<file path="src/rtl/cpu_reg_pkg.sv">
// ============================================================================
//  Module      : cpu_reg_pkg
//  Description : Shared constants for the register write path: operation
//                codes, write-FSM state encoding and register indices.
//  Revision    : 1.0 - initial release
// ============================================================================
`default_nettype none

package cpu_reg_pkg;

    // Number of destination registers addressed by the two select lines
    localparam int NUM_REGS = 4;

    // Operation codes carried on the op input
    localparam logic [1:0] OP_LOAD = 2'd0;
    localparam logic [1:0] OP_CLR  = 2'd1;
    localparam logic [1:0] OP_INC  = 2'd2;
    localparam logic [1:0] OP_DEC  = 2'd3;

    // Write FSM state encoding
    localparam logic [1:0] ST_IDLE = 2'd0;
    localparam logic [1:0] ST_EXEC = 2'd1;
    localparam logic [1:0] ST_DONE = 2'd2;

    // Register index constants, matching {I11,I10}
    localparam logic [1:0] R0_IDX = 2'd0;
    localparam logic [1:0] R1_IDX = 2'd1;
    localparam logic [1:0] R2_IDX = 2'd2;
    localparam logic [1:0] R3_IDX = 2'd3;

endpackage

`default_nettype wire

</file>
<file path="src/rtl/the_dec_2to4.sv">
// ============================================================================
//  Module      : the_dec_2to4
//  Description : Combinational 2-to-4 one-hot decoder with enable. Produces
//                the per-register write enables from the latched select.
//  Revision    : 1.0 - initial release
// ============================================================================
`default_nettype none

module the_dec_2to4
    import cpu_reg_pkg::*;
(
    input  logic [1:0]          sel_i,
    input  logic                en_i,
    output logic [NUM_REGS-1:0] onehot_o
);

    // One-hot decode of the select, forced to zero when not enabled
    always_comb begin
        onehot_o = '0;
        if (en_i) begin
            case (sel_i)
                R0_IDX:  onehot_o = 4'b0001;
                R1_IDX:  onehot_o = 4'b0010;
                R2_IDX:  onehot_o = 4'b0100;
                R3_IDX:  onehot_o = 4'b1000;
                default: onehot_o = '0;
            endcase
        end
    end

endmodule

`default_nettype wire

</file>
<file path="src/rtl/the_demux_switch_1.sv">
// ============================================================================
//  Module      : the_demux_switch_1
//  Description : Write-side register demux. Accepts a command over a
//                valid/ready handshake, then loads, clears, increments or
//                decrements one of R0-R3 through an IDLE/EXEC/DONE FSM.
//                Reports wrap-around of INC/DEC on a sticky flag.
//  Revision    : 1.0 - initial release
// ============================================================================
`default_nettype none

module the_demux_switch_1
    import cpu_reg_pkg::*;
#(
    parameter int                 DATA_W  = 8,
    parameter logic [DATA_W-1:0]  RST_VAL = '0
) (
    input  logic              sys_clk,
    input  logic              sys_rst,
    input  logic              I11,
    input  logic              I10,
    input  logic [1:0]        op,
    input  logic [DATA_W-1:0] input_x,
    input  logic              wr_valid,
    output logic              wr_ready,
    output logic              wr_done,
    output logic              wrap,
    output logic [DATA_W-1:0] output_R0,
    output logic [DATA_W-1:0] output_R1,
    output logic [DATA_W-1:0] output_R2,
    output logic [DATA_W-1:0] output_R3
);

    logic [1:0]          state_q;
    logic [1:0]          state_d;
    logic [1:0]          sel_q;
    logic [1:0]          op_q;
    logic [DATA_W-1:0]   data_q;
    logic [DATA_W-1:0]   regs_q [NUM_REGS];
    logic                wrap_q;
    logic                wrap_d;
    logic [DATA_W-1:0]   cur_val;
    logic [DATA_W-1:0]   result_d;
    logic [NUM_REGS-1:0] reg_we;
    logic                accept;
    logic                in_exec;

    assign accept  = (state_q == ST_IDLE) && wr_valid;
    assign in_exec = (state_q == ST_EXEC);

    // Next-state logic: one command takes exactly three cycles
    always_comb begin
        state_d = state_q;
        case (state_q)
            ST_IDLE: if (wr_valid) state_d = ST_EXEC;
            ST_EXEC: state_d = ST_DONE;
            ST_DONE: state_d = ST_IDLE;
            default: state_d = ST_IDLE;
        endcase
    end

    // State register
    always_ff @(posedge sys_clk or negedge sys_rst) begin
        if (!sys_rst) begin
            state_q <= ST_IDLE;
        end else begin
            state_q <= state_d;
        end
    end

    // Command latch: everything is captured at acceptance so later input
    // changes cannot disturb a command in flight
    always_ff @(posedge sys_clk or negedge sys_rst) begin
        if (!sys_rst) begin
            sel_q  <= R0_IDX;
            op_q   <= OP_LOAD;
            data_q <= '0;
        end else if (accept) begin
            sel_q  <= {I11, I10};
            op_q   <= op;
            data_q <= input_x;
        end
    end

    // Result and wrap detection for the selected register
    always_comb begin
        cur_val  = regs_q[sel_q];
        result_d = cur_val;
        wrap_d   = 1'b0;
        case (op_q)
            OP_LOAD: result_d = data_q;
            OP_CLR:  result_d = '0;
            OP_INC: begin
                result_d = cur_val + DATA_W'(1);
                wrap_d   = (cur_val == {DATA_W{1'b1}});
            end
            OP_DEC: begin
                result_d = cur_val - DATA_W'(1);
                wrap_d   = (cur_val == '0);
            end
            default: result_d = cur_val;
        endcase
    end

    // Per-register write enables, only active during EXEC
    the_dec_2to4 u_dec (
        .sel_i    (sel_q),
        .en_i     (in_exec),
        .onehot_o (reg_we)
    );

    // Register bank: only the decoded register takes the result
    always_ff @(posedge sys_clk or negedge sys_rst) begin
        if (!sys_rst) begin
            for (int i = 0; i < NUM_REGS; i++) begin
                regs_q[i] <= RST_VAL;
            end
        end else begin
            for (int i = 0; i < NUM_REGS; i++) begin
                if (reg_we[i]) begin
                    regs_q[i] <= result_d;
                end
            end
        end
    end

    // Sticky wrap flag: rewritten by every executed command, held otherwise
    always_ff @(posedge sys_clk or negedge sys_rst) begin
        if (!sys_rst) begin
            wrap_q <= 1'b0;
        end else if (in_exec) begin
            wrap_q <= wrap_d;
        end
    end

    // Handshake outputs decode state only; ready is held low while in reset
    assign wr_ready  = (state_q == ST_IDLE) && sys_rst;
    assign wr_done   = (state_q == ST_DONE);
    assign wrap      = wrap_q;
    assign output_R0 = regs_q[0];
    assign output_R1 = regs_q[1];
    assign output_R2 = regs_q[2];
    assign output_R3 = regs_q[3];

endmodule

`default_nettype wire
</file>
<file path="config.mk">
export PLATFORM = sky130hd
export DESIGN_NAME = the_demux_switch_1
export DESIGN_NICKNAME = d
export VERILOG_FILES = /design/src/rtl/cpu_reg_pkg.sv /design/src/rtl/the_dec_2to4.sv /design/src/rtl/the_demux_switch_1.sv
export SDC_FILE = /design/constraint.sdc
export NUM_CORES = 1
export LEC_CHECK = 0
export ABC_CLOCK_PERIOD_IN_PS = 5800
export CAP_MARGIN = 20
export CORE_MARGIN = 2
export CORE_UTILIZATION = 50
export CTS_CLUSTER_DIAMETER = 30
export CTS_CLUSTER_SIZE = 8
export DETAILED_ROUTE_END_ITERATION = 6
export GPL_TIMING_DRIVEN = 0
export PLACE_DENSITY = 0.78
export RECOVER_POWER = 100
export SLEW_MARGIN = 20
export SYNTH_ARGS = -nofsm -noshare
export SYNTH_HDL_FRONTEND = slang
export SYNTH_HIERARCHICAL = 1
export SYNTH_SLANG_ARGS = --single-unit
</file>
<file path="constraint.sdc">
create_clock -name sys_clk -period 5.8 [get_ports sys_clk]
set_input_delay 1.16 -clock sys_clk [delete_from_list [all_inputs] [get_ports sys_clk]]
set_output_delay 1.16 -clock sys_clk [all_outputs]
set_load 0.02 [all_outputs]
</file>
==> results.md, run 1 <==
- Status: finished with violations
- Failing checks: max-capacitance violations, max-slew violations
- Final cell count without fillers: 349
- Maximum clock rate: 249 MHz
- Pint: 1060 µW
- Die W: 74.4 µm
- Final setup viols: 0
- Final Max Slew Viols: 30
- Logic pwr share: 0.571
- Hold-critical path endpoint: state_q[1]
- Sequential element share of the synthesized area: 0.475
- Critical path startpoint: sys_rst
- Design Area, Final: 3150 µm²
- WL per Instance: 17.1 µm
- Reg area: 1180 µm²
- Core Area: 4750 µm²
- Clk_skew: 8.61 ps
- Post-DP Area: 3060 µm²
- Buf/Inv on CP: 2
- Total negative slack: 0 ps
- WL met3: 393 µm
- Dpl hpwl: 4400 µm
- Layout cell share with drive strength beyond 1: 0.0887
- CP delay by family, top: buffers and inverters
- Ys Warns: 6
- Syn Area/Cell: 11.0 µm²
- Most frequent cells after synthesis: 47 x dfrtp_1, 29 x nor2_1, 27 x a21oi_1, 13 x clkbuf_1, 12 x mux2_2
- CP max-delay cell: clkbuf_1
- Hold_ws: 506 ps
- Post-CTS sizing: 0
- Critical Path AT: 2850 ps
- DIE HEIGHT: 74.4 µm
- Worst-margin pin slew: 1540 ps
- FP Rows: 25
- Largest net degree at the start of global routing: 30
- Pleak: 0.00130 µW
- Clock Latency Late Sink: 310 ps
- DRC Markers: 0
- Fill count: 397
- NumNets Final: 303
- Most common cell in the netlist: dfrtp_1
- Routed vias/inst: 5.80
- Slowest stage delay, CP: 740 ps
- Number of port buffers: 49
- Pre-antenna DRT Iters: 4
- Async S/R FF share, synth: 1.00
- CTS Sinks: 47
- Synth Register Bits: 47
- Post-CTS Repair Setup Buffers: 0
- Hold buffers post-CTS: 0
- CP Class: primary input to output pin
- Post-layout min period: 4010 ps
- Post-route ant nets: 0
- Place WS: 2210 ps
- Peak supply drop: 0.000340 V
- Clk slew on worst S/H paths: 90 ps
- Max Cap Viol: 1
- CTS buffer count: 5
- Via Count: 2024
- Worst setup margin: 1790 ps
- Synth Net Count: 246
- CTS tree: yes
- Area of the multi-input gates: 1220 µm²
- Highest Signal Layer: met4
- Crit end category: output pin
- Gr usage total: 0.235
- Seq pwr share: 0.298
- Initial Util: 0.521
- Switching pwr: 843 µW
- GP Congestion: 0.862
- Hold path depth: 1
- Switching fraction of total power: 0.443
- HP Class: register to register
- Critical path startpoint category: primary input
- Area grow syn2layout: 27.2%
- Initial antenna violation count: 0
- Min-delay src: state_q[1]
- Worst flop-to-flop path endpoint: output_R2[6]
- Critical Path RT: 4640 ps
- Cell variety after synth: 41
- Period utilisation layout: 0.691
- Dpl cells: 341
- Vias in the first global route: 1972
- WL met1: 2520 µm
- Slew margin rel.: -0.0245
- CTS Root Cell: clkbuf_8
- Worst R2R Start: sel_q[0]
- Hold Fails Final Rpt: 0
- Leading area contributor after synthesis: dfrtp_1
- First-pass GRT wire length: 9660 µm
- Ant diodes: 0
- Number of flops mapped to enable cells by yosys: 0
- Post-Syn Area: 2470 µm²
- Worst path cell trace: clkbuf_1, nor3b_1, dlygate4sd3_1
- Die area: 5530 µm²
- RSZ-0062 raised after global routing: false
- Met2 routed WL: 2990 µm
- Gr ovfl total: 0
- Ranking of synthesized cells by area: dfrtp_1 48%, mux4_1 7.4%, a21oi_1 5.5%, mux2_2 5.5%, nor2_1 4.4%
- Post-synthesis cell count: 224
- Clock share of power: 0.131
- Power per standard cell area: 605 nW/µm²
- CTS max path bufs: 2
- Crit path max fanout: 20
- CTS H-tree depth: 2
- R2R depth: 8
- Synth top area share: 0.475
- Primary FF master, synth: dfrtp_1
- DR iter-0 viols: 119
- R2R Setup Slk: 2230 ps
- Critical path depth: 3
- I/O pins: 50
- Final wirelength: 5980 µm
## state kept, by name (all words and copies together) (netlist names)
| signal | count |
|---|---|
| data_q | 8 |
| output_R0 | 8 |
| output_R1 | 8 |
| output_R2 | 8 |
| output_R3 | 8 |
| op_q | 2 |
| sel_q | 2 |
| state_q | 2 |
| wrap | 1 |
## power groups by stage
stage / Combinational [µW] / Clock (µW) / Sequential, µW
finish: 1090 / 249 / 567
global route: 1190 / 265 / 585
CTS: 1140 / 250 / 572
detailed placement: 1130 / 0 / 576
global placement: 1110 / 0 / 572
floorplan: 597 / 0 / 693
## worst max path at each step
stage	to	slack, ps
finish	wr_ready	1790
global route	wr_ready	1560
CTS	wr_ready	2200
detailed placement	wr_ready	2210
global placement	wr_ready	540
floorplan	wr_ready	2960
## through the flow
| step | total power (µW) | util |
|---|---|---|
| after floorplan | 1290 | - |
| after global placement | 1680 | 0.641 |
| after detailed placement | 1710 | 0.644 |
| after CTS | 1960 | 0.669 |
| after global routing | 2040 | 0.662 |
| final | 1900 | 0.662 |
## cells by family (layout without fill, tap and decap cells)
| family | Yosys count | count (layout) | share of synthesized area |
|---|---|---|---|
| and+or+nand+nor | 70 | 70 | 0.156 |
| muxes | 24 | 24 | 0.154 |
| adders and majority gates | 7 | 7 | 0.0384 |
| buffers and inverters | 17 | 75 | 0.0293 |
| AOI/OAI and AO/OA | 54 | 54 | 0.129 |
| xor gates and xnor gates | 5 | 5 | 0.0177 |
| DFF | 47 | 47 | 0.475 |
## placed cells by master, fill, tap and decap left out, drive strengths merged, types with 2 or more instances in the layout
cell type,netlist,layout
nor3b,9,9
ha,6,6
nand2,2,2
dlygate4sd3,0,36
nand2b,2,2
o211ai,5,5
mux4,8,8
nand3,7,7
nor2b,3,3
a21o,5,5
xnor2,2,2
nand4,6,6
and3b,2,2
mux2,12,12
clkdlybuf4s50,0,12
and2,3,3
xor2,3,3
inv,2,3
a21oi,27,27
mux2i,4,4
clkbuf,14,22
a31oi,9,9
o21ai,3,3
nor4,2,2
dfrtp,47,47
nor2,29,29
## cell type report
type | count | share of cell area
Timing Repair Buffer | 50 | 0.155
Tap cell | 67 | 0.0266
Multi-Input combinational cell | 160 | 0.388
Sequential cell | 47 | 0.373
Clock inverter | 3 | 0.0147
Inverter | 2 | 0.00238
Clock buffer | 5 | 0.0219
Buffer | 15 | 0.0183
## per-layer routing
metal,GRT usage,vias to the layer above
li1,-,952
met1,0.312,982
met2,0.398,81
met3,0.0515,9
met4,0.0595,0
met5,0,-
Power figures use the tool's default switching activity.
==> run 2, diff against run 1 <==
Settings changed: ABC_CLOCK_PERIOD_IN_PS 5800 to 4000.
Clock period 5.8 ns to 4 ns, I/O delays scaled along.
==> results of run 2 <==
The final DEF is identical to that of run 1. Status: finished with violations: max-capacitance violations, max-slew violations.
Among the figures that moved: setup slack after placement 2210 ps -> 593 ps; setup slack after layout 1790 ps -> 427 ps; start point of the critical path sys_rst -> sel_q[0]; end point of the critical path wr_ready -> output_R2[6]; register-to-register setup slack 2230 ps -> 430 ps; total power 1900 µW -> 2760 µW; worst IR drop on VDD 0.000340 V -> 0.000493 V
==> run 3, diff against run 2 <==
Settings changed: CTS_BUF_LIST set to sky130_fd_sc_hd__clkbuf_8, CTS_CLUSTER_DIAMETER 30 to unset.
==> results of run 3 <==
The final DEF is identical to that of run 1. Status: finished with violations: max-capacitance violations, max-slew violations.
Among the figures that moved: setup slack after placement 2210 ps -> 593 ps; setup slack after layout 1790 ps -> 427 ps; start point of the critical path sys_rst -> sel_q[0]; end point of the critical path wr_ready -> output_R2[6]; register-to-register setup slack 2230 ps -> 430 ps; total power 1900 µW -> 2760 µW; worst IR drop on VDD 0.000340 V -> 0.000493 V
